### src/rtl/whack_pkg.sv
// Shared whack-a-mole definitions: game FSM encoding, datapath widths and point values
// used by the scoring, timer and judge blocks.
package whack_pkg;

  typedef enum logic [1:0] {
    ST_IDLE = 2'd0,
    ST_PLAY = 2'd1,
    ST_OVER = 2'd2
  } state_e;

  localparam int SCORE_W      = 16;
  localparam int COMBO_W      = 8;

  localparam int HIT_POINTS   = 10;
  localparam int MISS_PENALTY = 5;
  localparam int COMBO_STEP   = 5;
  localparam int COMBO_BONUS  = 20;

endpackage

### src/rtl/sat_addsub.sv
// Combinational unsigned add/subtract that clamps at all-ones on overflow
// and at zero on underflow.
module sat_addsub #(
  parameter int W = 16
) (
  input  logic [W-1:0] i_a,
  input  logic [W-1:0] i_b,
  input  logic         i_sub,
  output logic [W-1:0] o_y
);

  logic [W:0] w_sum;

  assign w_sum = {1'b0, i_a} + {1'b0, i_b};

  always_comb begin
    o_y = '0;
    if (i_sub) begin
      o_y = (i_b > i_a) ? '0 : (i_a - i_b);
    end else begin
      o_y = w_sum[W] ? '1 : w_sum[W-1:0];
    end
  end

endmodule

### src/rtl/score_counter.sv
// Whack-a-mole scoring engine: IDLE/PLAY/OVER game FSM with score, hit combo
// and session high score, all outputs registered.
module score_counter #(
  parameter int SCORE_W      = whack_pkg::SCORE_W,
  parameter int HIT_POINTS   = whack_pkg::HIT_POINTS,
  parameter int MISS_PENALTY = whack_pkg::MISS_PENALTY,
  parameter int COMBO_STEP   = whack_pkg::COMBO_STEP,
  parameter int COMBO_BONUS  = whack_pkg::COMBO_BONUS,
  parameter int COMBO_W      = whack_pkg::COMBO_W
) (
  input  logic               clk,
  input  logic               rst,
  input  logic               start,
  input  logic               game_over,
  input  logic               hit,
  input  logic               miss,
  output logic [SCORE_W-1:0] score,
  output logic [SCORE_W-1:0] high_score,
  output logic [COMBO_W-1:0] combo,
  output logic               playing,
  output logic               new_high
);

  import whack_pkg::*;

  localparam logic [COMBO_W-1:0] COMBO_MAX  = '1;
  localparam logic [COMBO_W-1:0] STEP_C     = COMBO_W'(COMBO_STEP);
  localparam logic [SCORE_W-1:0] HIT_C      = SCORE_W'(HIT_POINTS);
  localparam logic [SCORE_W-1:0] HIT_BONUS_C = SCORE_W'(HIT_POINTS + COMBO_BONUS);
  localparam logic [SCORE_W-1:0] MISS_C     = SCORE_W'(MISS_PENALTY);

  state_e             r_state;
  logic [SCORE_W-1:0] r_score;
  logic [SCORE_W-1:0] r_high;
  logic [COMBO_W-1:0] r_combo;
  logic               r_playing;
  logic               r_new_high;

  state_e             w_state_n;
  logic [SCORE_W-1:0] w_score_n;
  logic [SCORE_W-1:0] w_high_n;
  logic [COMBO_W-1:0] w_combo_n;
  logic               w_new_high_n;

  logic [COMBO_W-1:0] w_combo_inc;
  logic               w_bonus;
  logic [SCORE_W-1:0] w_delta;
  logic [SCORE_W-1:0] w_score_upd;

  // A bonus is only earned on the hit that actually advances the combo,
  // so a combo parked at full scale stops paying out.
  assign w_combo_inc = (r_combo == COMBO_MAX) ? r_combo : r_combo + 1'b1;
  assign w_bonus     = (r_combo != COMBO_MAX) && ((w_combo_inc % STEP_C) == '0);
  assign w_delta     = miss ? MISS_C : (w_bonus ? HIT_BONUS_C : HIT_C);

  sat_addsub #(
    .W(SCORE_W)
  ) u_sat_addsub (
    .i_a  (r_score),
    .i_b  (w_delta),
    .i_sub(miss),
    .o_y  (w_score_upd)
  );

  always_comb begin
    w_state_n    = r_state;
    w_score_n    = r_score;
    w_high_n     = r_high;
    w_combo_n    = r_combo;
    w_new_high_n = 1'b0;
    case (r_state)
      ST_IDLE: begin
        if (start) begin
          w_score_n = '0;
          w_combo_n = '0;
          w_state_n = ST_PLAY;
        end
      end
      ST_PLAY: begin
        if (start) begin
          w_score_n = '0;
          w_combo_n = '0;
        end else if (game_over) begin
          w_state_n = ST_OVER;
        end else if (miss) begin
          w_score_n = w_score_upd;
          w_combo_n = '0;
        end else if (hit) begin
          w_score_n = w_score_upd;
          w_combo_n = w_combo_inc;
        end
      end
      ST_OVER: begin
        // Single-cycle settle state; a start landing here is dropped.
        w_state_n = ST_IDLE;
        if (r_score > r_high) begin
          w_high_n     = r_score;
          w_new_high_n = 1'b1;
        end
      end
      default: begin
        w_state_n = ST_IDLE;
      end
    endcase
  end

  always_ff @(posedge clk or posedge rst) begin
    if (rst) begin
      r_state    <= ST_IDLE;
      r_score    <= '0;
      r_high     <= '0;
      r_combo    <= '0;
      r_playing  <= 1'b0;
      r_new_high <= 1'b0;
    end else begin
      r_state    <= w_state_n;
      r_score    <= w_score_n;
      r_high     <= w_high_n;
      r_combo    <= w_combo_n;
      r_playing  <= (w_state_n == ST_PLAY);
      r_new_high <= w_new_high_n;
    end
  end

  assign score      = r_score;
  assign high_score = r_high;
  assign combo      = r_combo;
  assign playing    = r_playing;
  assign new_high   = r_new_high;

endmodule
### config.mk
export PLATFORM = sky130hd
export DESIGN_NAME = score_counter
export DESIGN_NICKNAME = d
export VERILOG_FILES = /design/src/rtl/whack_pkg.sv /design/src/rtl/sat_addsub.sv /design/src/rtl/score_counter.sv
export SDC_FILE = /design/constraint.sdc
export NUM_CORES = 1
export LEC_CHECK = 0
export CORE_ASPECT_RATIO = 0.6
export CORE_MARGIN = 2
export CORE_UTILIZATION = 28
export CTS_BUF_LIST = sky130_fd_sc_hd__clkbuf_16
export DETAILED_ROUTE_END_ITERATION = 12
export GPL_TIMING_DRIVEN = 1
export PLACE_DENSITY = 0.55
export SKIP_CTS_REPAIR_TIMING = 1
export SLEW_MARGIN = 20
export SYNTH_ARGS = -nofsm -noshare
export SYNTH_HDL_FRONTEND = slang
export SYNTH_SLANG_ARGS = --single-unit
### constraint.sdc
create_clock -name clk -period 7.65 [get_ports clk]
set_input_delay 1.53 -clock clk [delete_from_list [all_inputs] [get_ports clk]]
set_output_delay 1.53 -clock clk [all_outputs]
set_load 0.02 [all_outputs]
==> results.md, run 1 <==
* Cell Pwr Density at 239 nW/um^2
* Finished Layout Cells at 762
* Slew Viols, Final at 0
* Setup CP Type: register to register
* CP most frequent cell: a21oi_1
* Setup Viol. Count Final at 0
* Lkg Pwr at 2.04 nW
* Post-DP Area at 4890 um^2
* CTS root buf: clkbuf_16
* CP max-delay cell: dfrtp_1
* H-tree levels at 2
* Avg Synthesized Cell Area at 8.11 um^2
* Startpoint types: register
* Clock sinks at 44
* RSZ-0062 raised after global routing: no
* Critical-path maximum fanout at 13
* Syn nets at 569
* Synth Register Bits at 44
* CTS clk-pin slew, worst paths at 70 ps
* Antenna-violating nets left at 0
* Worst-Margin Slew at 945 ps
* Iteration-0 DRC Markers at 508
* Yosys top cell area share at 25.6%
* Peak Freq at 0.141 GHz
* Pin count of the biggest net entering global routing at 45
* Nets at 597
* CP max stage delay at 610 ps
* Status: finished, final reports clean
* DRT Pass-1 Iters at 5
* Endpoints failing hold at 0
* Number of buffers added on ports at 47
* Post-synth cell types at 86
* GP Congestion at 0.920
* Via density at 5.60
* Initial antenna violation count at 0
* Syn. warnings at 0
* Post-Synthesis Cells at 531
* Clock Latency Late Sink at 290 ps
* First-pass GRT wire length at 22,400 um
* Die width at 164 um
* Via count at 4,267
* Seq/Total Area, Yosys at 25.6%
* Synth async-reset ratio at 100%
* Layout area overhead at 18.0%
* Starting density of the core at 28.3%
* CTS tree: built
* Worst-case clock buffer depth at 2
* Area leader, netlist: dfrtp_1
* Worst min path class: register to register
* Number of core rows at 35
* CTS Buf Count at 5
* Post-synthesis instance area at 4300 um^2
* Setup TNS at 0 ps
* Post-synth EDFFs at 0
* Period utilization at 92.5%
* Share of layout cells above drive strength 1 at 11.1%
* DR DRC count at 0
* GR Overflow Total at 0
* Ranking of synthesized cells by area: dfrtp_1, ha_1, a21oi_1, o21ai_0, nand2_1
* Number of global-route vias before repair at 3,999
* Clock Skews at 6.61 ps
* Min Clock Period, post-route at 7070 ps
* Most used DFF post-synth: dfrtp_1
* WP data required at 7880 ps
* Vert. Die Dim at 100 um
* Dpl cells at 755
* Die area at 16,400 um^2
* Worst Setup End Kind: register
* Antenna diodes at 0
* Hpwl dp at 10,300 um
* Fin area at 5080 um^2
* IO Count at 48
* GRT Total Usage at 17.2%
* CP arrival at 7300 ps
* Max IR drop VDD at 0.114 mV
* Max_slew headroom at 36.9%
* Routed wire length at 13,600 um
* Max-cap violation count at 0
* CORE AREA at 15,200 um^2
* Wire per inst at 17.9 um
[flip-flops by register name (all words and copies together) (netlist names)]
| register | count |
|---|---|
| combo | 8 |
| high_score | 16 |
| playing | 1 |
| score | 16 |
| r_state | 2 |
| new_high | 1 |
[per-stage QoR]
step           setup slack, ps  utilization (%)  hold WS [ps]  total power, mW
2_1_floorplan             1800                -           475            0.716
3_3_place_gp               756             32.2           494            0.927
3_5_place_dp               649             32.2           492            0.935
4_1_cts                    597             33.4           506             1.22
5_1_grt                    110             33.4           543             1.30
6_report                   577             33.4           503             1.21
[Yosys cell counts, drive strengths merged (3+ instances only)]
library cell / n
o22ai: 7
and3: 8
a21oi: 46
inv: 34
and4: 4
o21ai: 50
or2: 6
nor4: 5
a221oi: 6
o31ai: 8
nand4: 7
o21bai: 5
a22o: 5
nand3: 21
nand2b: 4
ha: 30
or3: 4
nor3: 13
a211oi: 4
nor2: 35
dfrtp: 44
xnor2: 8
buf: 16
a22oi: 4
nand2: 51
and2: 4
clkbuf: 15
o211ai: 4
nor2b: 7
a21o: 12
o221ai: 3
o41ai: 3
a31oi: 12
mux2: 13
[layout by cell type, fill, tap and decap left out, types with 6 or more instances in the layout]
master | synthesis | final
xnor2_1 | 8 | 8
dfrtp_1 | 44 | 44
inv_1 | 34 | 33
nand4_1 | 6 | 6
a31oi_1 | 11 | 11
ha_1 | 30 | 29
o22ai_1 | 7 | 7
clkdlybuf4s50_1 | 0 | 47
nand2_1 | 50 | 50
o31ai_1 | 8 | 8
mux2_2 | 11 | 11
a21oi_1 | 43 | 43
a21o_1 | 12 | 12
o21ai_0 | 43 | 43
nor2_1 | 32 | 32
and3_1 | 6 | 6
nand3_1 | 20 | 20
nor2b_1 | 7 | 7
nor3_1 | 12 | 12
[worst paths after layout]
kind,startpoint,end,slack [ps],depth (start not counted)
min in group asynchronous,rst,playing,1780,2
max,combo[0],score[5],580,26
max in group asynchronous,rst,high_score[8],5280,2
min,high_score[13],high_score[13],500,2
max reg2reg,combo[0],score[5],580,26
min reg2reg,high_score[13],high_score[13],500,2
[cell families (layout without fill, tap and decap cells)]
| family | count (synthesis) | count (layout) | synth area share [%] |
|---|---|---|---|
| AOI/OAI and AO/OA | 190 | 190 | 30.1 |
| xor gates and xnor gates | 9 | 9 | 1.83 |
| adders and majority gates | 33 | 33 | 9.91 |
| buffers and inverters | 65 | 93 | 7.01 |
| DFF | 44 | 44 | 25.6 |
| muxes | 15 | 15 | 3.95 |
| and+or+nand+nor | 175 | 175 | 21.6 |
[routing by layer]
metal  share of wire, %  vias to the layer above  track usage [%]
met5                  0                        -                0
met4               0.91                        0             3.04
met3                8.4                       11             3.76
met2                 38                      181             22.7
met1                 53                     2043             27.9
li1                   -                     2032                -
[final cells by class]
type	count	area (um^2)
fillers	1553	10100
multi-input cells	422	2900
flip-flops and latches	44	1100
repair buffers	52	508
well taps	203	254
inverters	34	128
clock buffers	5	125
clock inverters	2	60.1
[critical path: cells and delay by family (launching register included)]
| kind | cells | cell delay, ps |
|---|---|---|
| AND/OR/NAND/NOR | 9 | 2540 |
| AO/OA/AOI/OAI | 12 | 2320 |
| adder cells (fa/ha/maj) | 3 | 1060 |
| flip-flops | 1 | 610 |
| multiplexers | 1 | 360 |
| buffers and inverters | 1 | 90 |
[where the power goes]
part,total [mW],internal (mW),switching (mW)
combinational,0.580,0.262,0.317
clock,0.279,0.185,0.0937
sequential,0.355,0.282,0.0732
(Power assumes the default switching activity.)
==> run 2: changes to the inputs <==
ABC_CLOCK_PERIOD_IN_PS = 7650   (was default)
==> results of run 2 <==
The final DEF is identical to that of run 1; final timing and power are the same.
==> run 3: changes to the inputs <==
PLACE_DENSITY = 0.43   (was 0.55)
==> results.md, run 3 (synthesis gave the netlist of run 1 again) <==
* Status: finished, final reports clean
* Finished Layout Cells at 764 (+0.26%)
* Startpoint types: register
* CP max-delay cell: dfrtp_1
* Endpoints failing hold at 0 (unchanged)
* Dpl cells at 756 (+0.13%)
* Number of core rows at 35 (unchanged)
* CTS Buf Count at 5 (unchanged)
* Setup crit start: combo[0]
* Number of buffers added on ports at 47 (unchanged)
* CP Buf/Inv Count at 0 (-1)
* Hold Path Depth at 2 (unchanged)
* Crit Reg-Reg Endpoint: score[3]
* Nets at 598 (+0.17%)
* Crit-path leading delay family: compound AO/OA/AOI/OAI gates
* CP most frequent cell: a21oi_1
* Highest Signal Layer: met4
* CORE AREA at 15,200 um^2 (unchanged)
* Via density at 5.47 (-2.3%)
* WP data required at 7830 ps (-50 ps)
* Starting density of the core at 28.3% (unchanged)
* CTS tree: built
* Initial antenna violation count at 0 (unchanged)
* Layout area overhead at 17.9%
* Wire per inst at 18.8 um (+5.0%)
* Worst Setup End Kind: register
* Fill count at 1,554 (+0.064%)
* Peak Freq at 0.146 GHz (+3.6%)
* Setup CP Type: register to register
* Worst-case clock buffer depth at 2 (unchanged)
* R2R cell count at 27 (+3.8%)
* GRT Total Usage at 17.7% (+0.51 points)
* Worst min path class: register to register
* Die area at 16,400 um^2 (unchanged)
* Lkg Pwr at 2.03 nW (-0.17%)
* Critical-path maximum fanout at 13 (unchanged)
* Setup Viol. Count Final at 0 (unchanged)
* Antenna diodes at 0 (unchanged)
* Period utilization at 89.2% (-3.2 points)
* Worst flop-to-flop path startpoint: combo[0]
* Clock sinks at 44 (unchanged)
* R2R Setup Slk at 820 ps (+250 ps)
* Clock Skews at 5.58 ps (-1.02 ps)
* Setup TNS at 0 ps (unchanged)
* Most common cell after layout, fill and taps aside: nand2_1
* CTS root buf: clkbuf_16
* Max-cap violation count at 0 (unchanged)
* Share of layout cells above drive strength 1 at 11.4% (+0.32 points)
* GR Overflow Total at 0 (unchanged)
* H-tree levels at 2 (unchanged)
* First-pass GRT wire length at 22,500 um (+0.64%)
* DR DRC count at 0 (unchanged)
* Iteration-0 DRC Markers at 502 (-1.2%)
* Worst-Margin Slew at 922 ps (-22.4 ps)
* Pin count of the biggest net entering global routing at 45 (unchanged)
* Slew Viols, Final at 0 (unchanged)
* Most frequent cells in the layout: nand2_1, clkdlybuf4s50_1, dfrtp_1
* CTS clk-pin slew, worst paths at 70 ps (about the same)
* Worst path depth at 27 (+3.8%)
* Metal-1 WL at 8170 um (+14%)
* DRT Pass-1 Iters at 5 (unchanged)
* Number of global-route vias before repair at 3,734 (-6.6%)
* Antenna-violating nets left at 0 (unchanged)
* WL met2 at 5080 um (-2.1%)
* Routed wire length at 14,300 um (+5.2%)
* GP Congestion at 0.890 (-3.3%)
* Min Clock Period, post-route at 6830 ps (-245 ps)
* Vert. Die Dim at 100 um (unchanged)
* IO Count at 48 (unchanged)
* Hpwl dp at 10,800 um (+4.8%)
* RSZ-0062 raised after global routing: no
* Critical Path End: score[3]
* Total Power at 1.19 mW (-2.2%)
* Max IR drop VDD at 0.101 mV (-12%)
* Via count at 4,180 (-2.0%)
* Clock Latency Late Sink at 290 ps (about the same)
* Routed wl met3 at 1040 um (-8.9%)
* Max_slew headroom at 38.5% (+1.6 points)
* CP max stage delay at 620 ps (about the same)
* Cell Pwr Density at 234 nW/um^2 (-2.0%)
* CP arrival at 7010 ps (-290 ps)
* Die width at 164 um (unchanged)
-- run 3: cell count changes in the layout (fill, tap and decap cells not counted), sizes merged --
cell	delta
buf	+1
bufinv	-1
clkinv	+3
inv	-1
-- run 3: worst register-to-register path, delay by kind of cell (launching register included) --
kind,cells,cell delay (ps)
AND/OR/NAND/NOR,8,1610
adder cells (fa/ha/maj),3,1010
AO/OA/AOI/OAI,15,3110
flip-flops,1,620
multiplexers,1,370
-- run 3: final cells by class --
class                           instances  area [um^2]  share of cell area [%]
Multi-Input combinational cell        422         2910                    57.3
Sequential cell                        44         1100                    21.7
Timing Repair Buffer                   53          515                    10.2
Tap cell                              203          254                    5.01
Inverter                               34          129                    2.54
Clock buffer                            5          125                    2.47
Clock inverter                          3         42.5                   0.838
-- run 3: where the power goes --
group          switching (mW)  internal [mW]
logic                   0.310          0.263
clock network           0.102          0.154
registers              0.0770          0.282
total                   0.490          0.698
-- run 3: worst min path at each step --
stage                         from              to  slack, ps
floorplan               r_state[1]         playing        480
global placement    high_score[10]  high_score[10]        500
detailed placement  high_score[10]  high_score[10]        500
CTS                 high_score[10]  high_score[10]        520
global route        high_score[12]  high_score[12]        550
finish              high_score[12]  high_score[12]        520
-- run 3: routing by layer --
layer / vias to the layer above / GRT usage, %
met5: - / 0
met3: 4 / 3.64
li1: 2024 / -
met1: 1987 / 31.7
met2: 165 / 20.4
met4: 0 / 2.02
-- run 3: per-stage QoR --
| stage | worst slack, ps | area (um^2) | util [%] | hold slack (ps) |
|---|---|---|---|---|
| after floorplan | 1800 | 4300 | - | 475 |
| after global placement | 784 | 4900 | 32.2 | 499 |
| after detailed placement | 626 | 4900 | 32.2 | 505 |
| after CTS | 559 | 5070 | 33.3 | 524 |
| after global routing | 157 | 5070 | 33.4 | 547 |
| final | 823 | 5070 | 33.4 | 520 |
